<file path="config.mk">
export PLATFORM = sky130hd
export DESIGN_NAME = fetch_controller
export DESIGN_NICKNAME = d
export VERILOG_FILES = /design/src/rtl/cpu_pkg.sv /design/src/rtl/fetch_buffer.sv /design/src/rtl/fetch_controller.sv
export SDC_FILE = /design/constraint.sdc
export NUM_CORES = 1
export LEC_CHECK = 0
export ABC_AREA = 1
export BUFFER_PORTS_ARGS = -buffer_cell sky130_fd_sc_hd__buf_4
export CORE_MARGIN = 8
export CORE_UTILIZATION = 38
export DETAILED_ROUTE_END_ITERATION = 8
export GPL_TIMING_DRIVEN = 0
export HOLD_SLACK_MARGIN = 0.08
export SLEW_MARGIN = 20
export SYNTH_ARGS = -nofsm -noshare
export SYNTH_HDL_FRONTEND = slang
export SYNTH_SLANG_ARGS = --single-unit
</file>
<file path="constraint.sdc">
create_clock -name clock -period 1.4 [get_ports clock]
set_clock_uncertainty 0.1 [all_clocks]
set_input_delay 0.28 -clock clock [delete_from_list [all_inputs] [get_ports clock]]
set_output_delay 0.28 -clock clock [all_outputs]
set_load 0.02 [all_outputs]
</file>
<file path="src/rtl/cpu_pkg.sv">
// rtl/cpu_pkg.sv - shared types and defaults for the 8-bit core front end
package cpu_pkg;

    localparam int ADDRESS_WIDTH = 8;
    localparam int DATA_WIDTH    = 8;
    localparam logic [ADDRESS_WIDTH-1:0] RESET_ADDRESS = 8'h00;

    typedef enum logic {
        FETCH_RUN,
        FETCH_HALTED
    } fetch_state_t;

    typedef struct packed {
        logic [ADDRESS_WIDTH-1:0] pc;
        logic [DATA_WIDTH-1:0]    data;
    } fetch_entry_t;

endpackage

</file>
<file path="src/rtl/fetch_buffer.sv">
// rtl/fetch_buffer.sv - small synchronous FIFO of fetched {pc, data} entries
// Flush wins over push; a push is accepted when full only if the head is popped on the same edge.
module fetch_buffer
    import cpu_pkg::*;
#(
    parameter int DEPTH = 2
) (
    input  logic         clock,
    input  logic         reset_n,
    input  logic         i_push,
    input  fetch_entry_t i_entry,
    input  logic         i_pop,
    input  logic         i_flush,
    output logic         o_full,
    output logic         o_empty,
    output fetch_entry_t o_head
);

    localparam int PW = (DEPTH > 1) ? $clog2(DEPTH) : 1;
    localparam int CW = $clog2(DEPTH + 1);
    localparam logic [PW-1:0] LAST_PTR   = PW'(DEPTH - 1);
    localparam logic [CW-1:0] FULL_COUNT = CW'(DEPTH);

    fetch_entry_t      r_mem [DEPTH];
    logic [PW-1:0]     r_rd_ptr;
    logic [PW-1:0]     r_wr_ptr;
    logic [CW-1:0]     r_count;
    logic              w_do_pop;
    logic              w_do_push;

    function automatic logic [PW-1:0] next_ptr(input logic [PW-1:0] p);
        return (p == LAST_PTR) ? '0 : p + 1'b1;
    endfunction

    assign o_empty   = (r_count == '0);
    assign o_full    = (r_count == FULL_COUNT);
    assign w_do_pop  = i_pop && !o_empty;
    assign w_do_push = i_push && (!o_full || w_do_pop);
    assign o_head    = r_mem[r_rd_ptr];

    always_ff @(posedge clock or negedge reset_n) begin
        if (!reset_n) begin
            r_rd_ptr <= '0;
            r_wr_ptr <= '0;
            r_count  <= '0;
            for (int i = 0; i < DEPTH; i++) begin
                r_mem[i] <= '0;
            end
        end else if (i_flush) begin
            r_rd_ptr <= '0;
            r_wr_ptr <= '0;
            r_count  <= '0;
        end else begin
            if (w_do_push) begin
                r_mem[r_wr_ptr] <= i_entry;
                r_wr_ptr        <= next_ptr(r_wr_ptr);
            end
            if (w_do_pop) begin
                r_rd_ptr <= next_ptr(r_rd_ptr);
            end
            r_count <= r_count + CW'(w_do_push) - CW'(w_do_pop);
        end
    end

endmodule

</file>
<file path="src/rtl/fetch_controller.sv">
// rtl/fetch_controller.sv - PC sequencing, prefetch capture, branch flush and sticky halt
// Owns the program counter driving instruction_mem and feeds decode through fetch_buffer.
module fetch_controller #(
    parameter int ADDRESS_WIDTH = cpu_pkg::ADDRESS_WIDTH,
    parameter int DATA_WIDTH    = cpu_pkg::DATA_WIDTH,
    parameter int BUFFER_DEPTH  = 2,
    parameter logic [ADDRESS_WIDTH-1:0] RESET_ADDRESS = cpu_pkg::RESET_ADDRESS
) (
    input  logic                     clock,
    input  logic                     reset_n,
    output logic [ADDRESS_WIDTH-1:0] instruction_address,
    input  logic [DATA_WIDTH-1:0]    instruction_data,
    output logic [DATA_WIDTH-1:0]    fetch_data,
    output logic [ADDRESS_WIDTH-1:0] fetch_pc,
    output logic                     fetch_valid,
    input  logic                     fetch_ready,
    input  logic                     branch_valid,
    input  logic [ADDRESS_WIDTH-1:0] branch_target,
    input  logic                     halt,
    output logic                     halted
);

    cpu_pkg::fetch_state_t    r_state;
    logic [ADDRESS_WIDTH-1:0] r_pc;
    cpu_pkg::fetch_entry_t    w_entry;
    cpu_pkg::fetch_entry_t    w_head;
    logic                     w_full;
    logic                     w_empty;
    logic                     w_pop;
    logic                     w_can_capture;
    logic                     w_push;

    assign w_pop         = fetch_valid && fetch_ready;
    assign w_can_capture = !w_full || w_pop;
    // A capture needs RUN, no redirect and no halt request on this very edge.
    assign w_push        = !branch_valid && (r_state == cpu_pkg::FETCH_RUN) && !halt && w_can_capture;
    assign w_entry       = '{pc: r_pc, data: instruction_data};

    assign instruction_address = r_pc;
    assign fetch_valid         = !w_empty;
    assign fetch_data          = w_head.data;
    assign fetch_pc            = w_head.pc;
    assign halted              = (r_state == cpu_pkg::FETCH_HALTED);

    always_ff @(posedge clock or negedge reset_n) begin
        if (!reset_n) begin
            r_state <= cpu_pkg::FETCH_RUN;
            r_pc    <= RESET_ADDRESS;
        end else if (branch_valid) begin
            r_pc    <= branch_target;
            r_state <= halt ? cpu_pkg::FETCH_HALTED : cpu_pkg::FETCH_RUN;
        end else begin
            case (r_state)
                cpu_pkg::FETCH_RUN: begin
                    if (halt) begin
                        r_state <= cpu_pkg::FETCH_HALTED;
                    end else if (w_can_capture) begin
                        r_pc <= r_pc + 1'b1;
                    end
                end
                cpu_pkg::FETCH_HALTED: begin
                    r_state <= cpu_pkg::FETCH_HALTED;
                end
            endcase
        end
    end

    fetch_buffer #(
        .DEPTH (BUFFER_DEPTH)
    ) u_fetch_buffer (
        .clock   (clock),
        .reset_n (reset_n),
        .i_push  (w_push),
        .i_entry (w_entry),
        .i_pop   (w_pop),
        .i_flush (branch_valid),
        .o_full  (w_full),
        .o_empty (w_empty),
        .o_head  (w_head)
    );

endmodule

</file>
# == Word level (Yosys, flattened, before mapping) ==
# Cells that the tools add are included.
# word_totals
reg_bits,45
# classes
add_sub_neg,5
n_reduce_logical,19
n_lt_le_gt_ge,3
n_bitwise,4
n_eq_ne,3
n_mux,20
# ops
op,count
16-bit two-way mux,4
32-bit bitwise mux,1
8-bit two-way mux,4
16-bit demux with 1-bit select,1
8-bit by 1-bit adder with 8-bit output (second input constant),1
1-bit two-way mux,8
1-bit logical AND,7
2-bit nonzero test,3
2-bit >= comparator (second input constant),2
1-bit zero test,4
2-bit inequality test (second input constant),2
1-bit inverter with 2-bit output,2
3-bit AND reduction,1
1-bit adder (second input constant),2
2-bit by 1-bit adder with 2-bit output,1
2-bit equality test (second input constant),1
2-bit zero test,1
1-bit logical OR,2
2-bit by 1-bit less-than comparator with 1-bit output (second input constant),1
2-bit two-way mux,1
1-bit inverter,2
1-bit case mux with 2 select lines,1
2-bit AND reduction,1
2-bit by 1-bit subtractor with 2-bit output,1

# == Depth between registers and ports, before layout ==
# depth
ltp_word,9
mapped_depth,8
ltp_nobuf,7

# == Hierarchy ==
# Synthesis repeated with hierarchy kept, for this count alone.
# unflattened
hier_cells,316
hier_area_um2,2437.3
# by_module_without_submodules
mod,area_per_inst_um2,n_inst,cells_each
fetch_buffer,1799.2,1,227
fetch_controller,638.1,1,89

# == Worst setup path before layout ==
# Ideal clock, no wire load.
# synth_path
path_type,register to register
startpoint,"register r_state, in the netlist halted"
endpoint,register u_fetch_buffer.r_count[1]
required_ps,1182
stages_incl_launch_ff,8
synth_period_minus_slack_ps,1526
setup_time_ps,118
t_arrival_ps,1308
path_slack_ps,-126
path_cell_list,dfrtp_1 nor2_2 nand3_2 buf_6 inv_1 ha_1 xor2_1 nor2_1
# synth_between
elab_chain_cells,8
# synth_lines
element,line_no,source
from (decl),fetch_controller.sv:23,cpu_pkg::fetch_state_t r_state;
from (signal assigned),fetch_controller.sv:47,r_state <= cpu_pkg::FETCH_RUN;
from (signal assigned),fetch_controller.sv:51,r_state <= halt ? cpu_pkg::FETCH_HALTED : cpu_pkg::FETCH_RUN;
from (signal assigned),fetch_controller.sv:56,r_state <= cpu_pkg::FETCH_HALTED;
1-bit inverter,--,
1-bit logical AND (3 in a row),fetch_controller.sv:36,assign w_push = !branch_valid && (r_state == cpu_pkg::FETCH_RUN) && !halt && w_can_capture;
1-bit logical AND,fetch_buffer.sv:38,assign w_do_push = i_push && (!o_full || w_do_pop);
2-bit by 1-bit adder with 2-bit output,fetch_buffer.sv:61,r_count <= r_count + CW'(w_do_push) - CW'(w_do_pop);
2-bit by 1-bit subtractor with 2-bit output,fetch_buffer.sv:61,
2-bit two-way mux,fetch_buffer.sv:49,end else if (i_flush) begin
to (signal assigned),fetch_buffer.sv:61,
to (decl),fetch_buffer.sv:27,logic [CW-1:0] r_count;
# Every way passes these cells.
# A chain may end at the register's enable or synchronous reset.

# == Worst setup path in the final report ==
# layout_path
startpoint,register u_fetch_buffer.r_rd_ptr
endpoint,output fetch_pc[3]
# layout_between
elab_chain_cells,4
# layout_lines
element,line_no,source
from (decl),fetch_buffer.sv:25,logic [PW-1:0] r_rd_ptr;
from (signal assigned),fetch_buffer.sv:59,r_rd_ptr <= next_ptr(r_rd_ptr);
1-bit inverter with 2-bit output (implied by the code),fetch_buffer.sv:39,assign o_head = r_mem[r_rd_ptr];
16-bit two-way mux (implied by the code) (3 in a row),fetch_buffer.sv:39,
to (decl),fetch_controller.sv:14,"output logic [ADDRESS_WIDTH-1:0] fetch_pc,"
# Every way passes these cells. The select of a mux whose other input is x is not followed.

==> impl_metrics.tcl <==
set metrics [dict create \
    synth_edf_count 0 \
    critical_path_class "reg2out" \
    vias 2228 \
    synth_cell_types 22 \
    synth_nets 303 \
    period_needed_ps 1700 \
    hold_class "in2reg" \
    wirelength_mm 7.45 \
    slew_headroom_pct 59.8 \
    finalPower_uw 6290 \
    multiInputGateArea_mm2 0.00133 \
    ys_ff_latch 45 \
    top_layer "met4" \
    synth.largest_area_cell "dfrtp_1" \
    core_area_mm2 0.00582 \
    worstSetupStartpointType "flop" \
    grt_max_degree 46 \
    dieHeight_um 92.8 \
    powerDensity_mw_per_mm2 1610 \
    n_fill_cell 456 \
    hpwl_mm 3.98 \
    synth_warnings 0 \
    syn_area_mm2 0.00224 \
    drtIter0Drc 50 \
    swShare_pct 38.7 \
    firstDrtPassIters 4 \
    grt_pass1_vias 2257 \
    synthToLayoutAreaGrowth_pct 73.8 \
    cts_tree "yes" \
    p_leak_uw 0.00191 \
    vias_per_cell 4.93 \
    clkTransAtPathRegs_ps 90 \
    cp_data_arrival_time_ps 1320 \
    num_antenna_cells 0 \
    synthCells 279 \
    status "complete, but fails checks" \
    synthFlopType "dfrtp_1" \
    finalCritPeriodShare_pct 122 \
    p_sw_uw 2430 \
    p_comb_share_pct 51.9 \
    setup_violations 52 \
    yosysMostFrequentCell "nand2_1" \
    die-area_mm2 0.00862 \
    clockBufferDepth 2 \
    route.met3.wl_um 365 \
    p_int_uw 3860 \
    io_buffers 45 \
    fmax_mhz 587 \
    clk_latency_ps 310 \
    antenna_found_initial 0 \
    required_ps 1020 \
    drive_above_1_share_pct 55.2 \
    rsz0062_at_grt "yes" \
    wl_met1_mm 3.14 \
    vdd_drop_max_mv 0.925 \
    cts_num_sinks 45 \
    ys_top_cells_by_area "dfrtp_1 (50%), nand2_1 (16%), o21ai_0 (7.8%)" \
    seq_area_mm2 0.00114 \
    wl_per_cell_um 16.5 \
    async_reset_ff_share_pct 100 \
    gp_congestion 0.808 \
    root_buffer "clkbuf_8" \
    cts_buffers 5 \
    grt_usage_pct 15.9 \
    drc 0 \
    rows 28 \
    initial_core_util_pct 38.6 \
    tightest_slew_ps 603 \
    die_x_um 92.8 \
    hold_slack_ps 82.2 \
    fin_nets 400 \
    p_clk_share_pct 16.0 \
    path_max_fanout 5 \
    grt_pass1_wl_mm 11.0 \
    finalMaxSlewViolations 0 \
    endpoint_kind "output port" \
    drv_cap 0 \
    setup_slack_ps -302 \
    ant_nets 0 \
    synth_common_cells "nand2_1 (93), dfrtp_1 (45), o21ai_0 (35)" \
    violations "negative setup slack" \
    seq_power_share_pct 32.1 \
    avgSynthCellArea_um2 8.04 \
    grt_overflow 0 \
    synth_top_area_share_pct 50.2 \
    dr_wl_met2_mm 3.75 \
    ys_seq_area_share_pct 50.2 \
    htreeDepth 2 \
    ios 47 \
    hold_violations 0 \
]
power groups by stage:
stage,logic (uW),clock network [uW],registers [uW]
6_report,3270,1010,2020
5_1_grt,3490,1080,2060
4_1_cts,2400,1010,1940
3_5_place_dp,1900,0,1960
3_3_place_gp,1860,0,1950
2_1_floorplan,1130,0,1940
repair_timing:
action                                 in CTS  in global routing
pin swaps                                   7                 30
hold buffers                                3                  3
buffers inserted                           22                 14
setup endpoints to repair                  41                 65
gates resized for setup                    79                127
endpoints found under the hold margin      48                  3
gates cloned                                4                  3
final timing paths:
check                                                     from                              endpoint  slack [ps]  cells past startpoint
setup / recovery           u_fetch_buffer.r_rd_ptr$_DFFE_PN0P_                           fetch_pc[3]        -300                      5
hold / removal                                branch_target[3]    instruction_address[3]$_DFFE_PN0P_          80                      3
setup reg to reg           u_fetch_buffer.r_count[0]$_DFF_PN0_   u_fetch_buffer.r_count[1]$_DFF_PN0_        -150                      9
hold reg to reg            u_fetch_buffer.r_mem[9]$_DFFE_PN0P_   u_fetch_buffer.r_mem[9]$_DFFE_PN0P_         420                      2
max in group asynchronous                              reset_n    instruction_address[6]$_DFFE_PN0P_         330                      2
min in group asynchronous                              reset_n  u_fetch_buffer.r_mem[30]$_DFFE_PN0P_         420                      2
stage by stage:
stage                     cells  TNS, ps  cell area, um2  worst slack, ps  util [%]
after floorplan             279     -523            2250            -84.8         -
after global placement      399    -4540            2680             -337      46.1
after detailed placement    399    -4600            2680             -329      46.1
after CTS                   436    -7210            3330             -259      57.3
after global routing        452    -9670            3900             -338      67.1
final                       452    -7340            3900             -302      67.1
registers in the layout, indices dropped and copies added, names as in the netlist:
register	flops
u_fetch_buffer.r_wr_ptr	1
instruction_address	8
u_fetch_buffer.r_rd_ptr	1
halted	1
u_fetch_buffer.r_mem	32
u_fetch_buffer.r_count	2
placed cells by master (no fill, tap or decap), drive strengths merged, types with 2 or more instances in the layout:
cell type    count
nor2            16
o21bai           3
dlygate4sd3      6
buf             93
nand3           14
or2              2
nand2           93
ha               3
dfrtp           45
clkbuf          11
o21ai           51
xnor2            2
a21oi            4
inv             29
worst max-delay path: stages, from the launching register on:
cell     delay, ps
dfrtp_2        430
buf_4          140
buf_8          120
nand2_1        120
o21ai_4         80
buf_6          130
cells by family after synthesis:
kind of cell,count (synthesis),synth area share (%)
AO/OA/AOI/OAI,59,13.6
XOR/XNOR,3,1.17
adder cells (fa/ha/maj),3,1.67
buffers and inverters,43,9.37
flip-flops,45,50.2
AND/OR/NAND/NOR,126,24.0
per-layer routing:
| layer | GRT usage [%] | up-vias |
|---|---|---|
| li1 | - | 1076 |
| met1 | 19.6 | 1079 |
| met2 | 26.3 | 60 |
| met3 | 3.64 | 13 |
| met4 | 6.04 | 0 |
| met5 | 0 | - |
layout make-up:
| class | instances | area share (%) |
|---|---|---|
| well taps | 75 | 2.41 |
| repair buffers | 91 | 24.2 |
| clock buffers | 6 | 1.86 |
| inverters | 29 | 3.05 |
| multi-input cells | 191 | 34.1 |
| plain buffers | 13 | 4.30 |
| flip-flops and latches | 45 | 29.1 |
| clock inverters | 2 | 0.995 |
(Power assumes the default switching activity.)
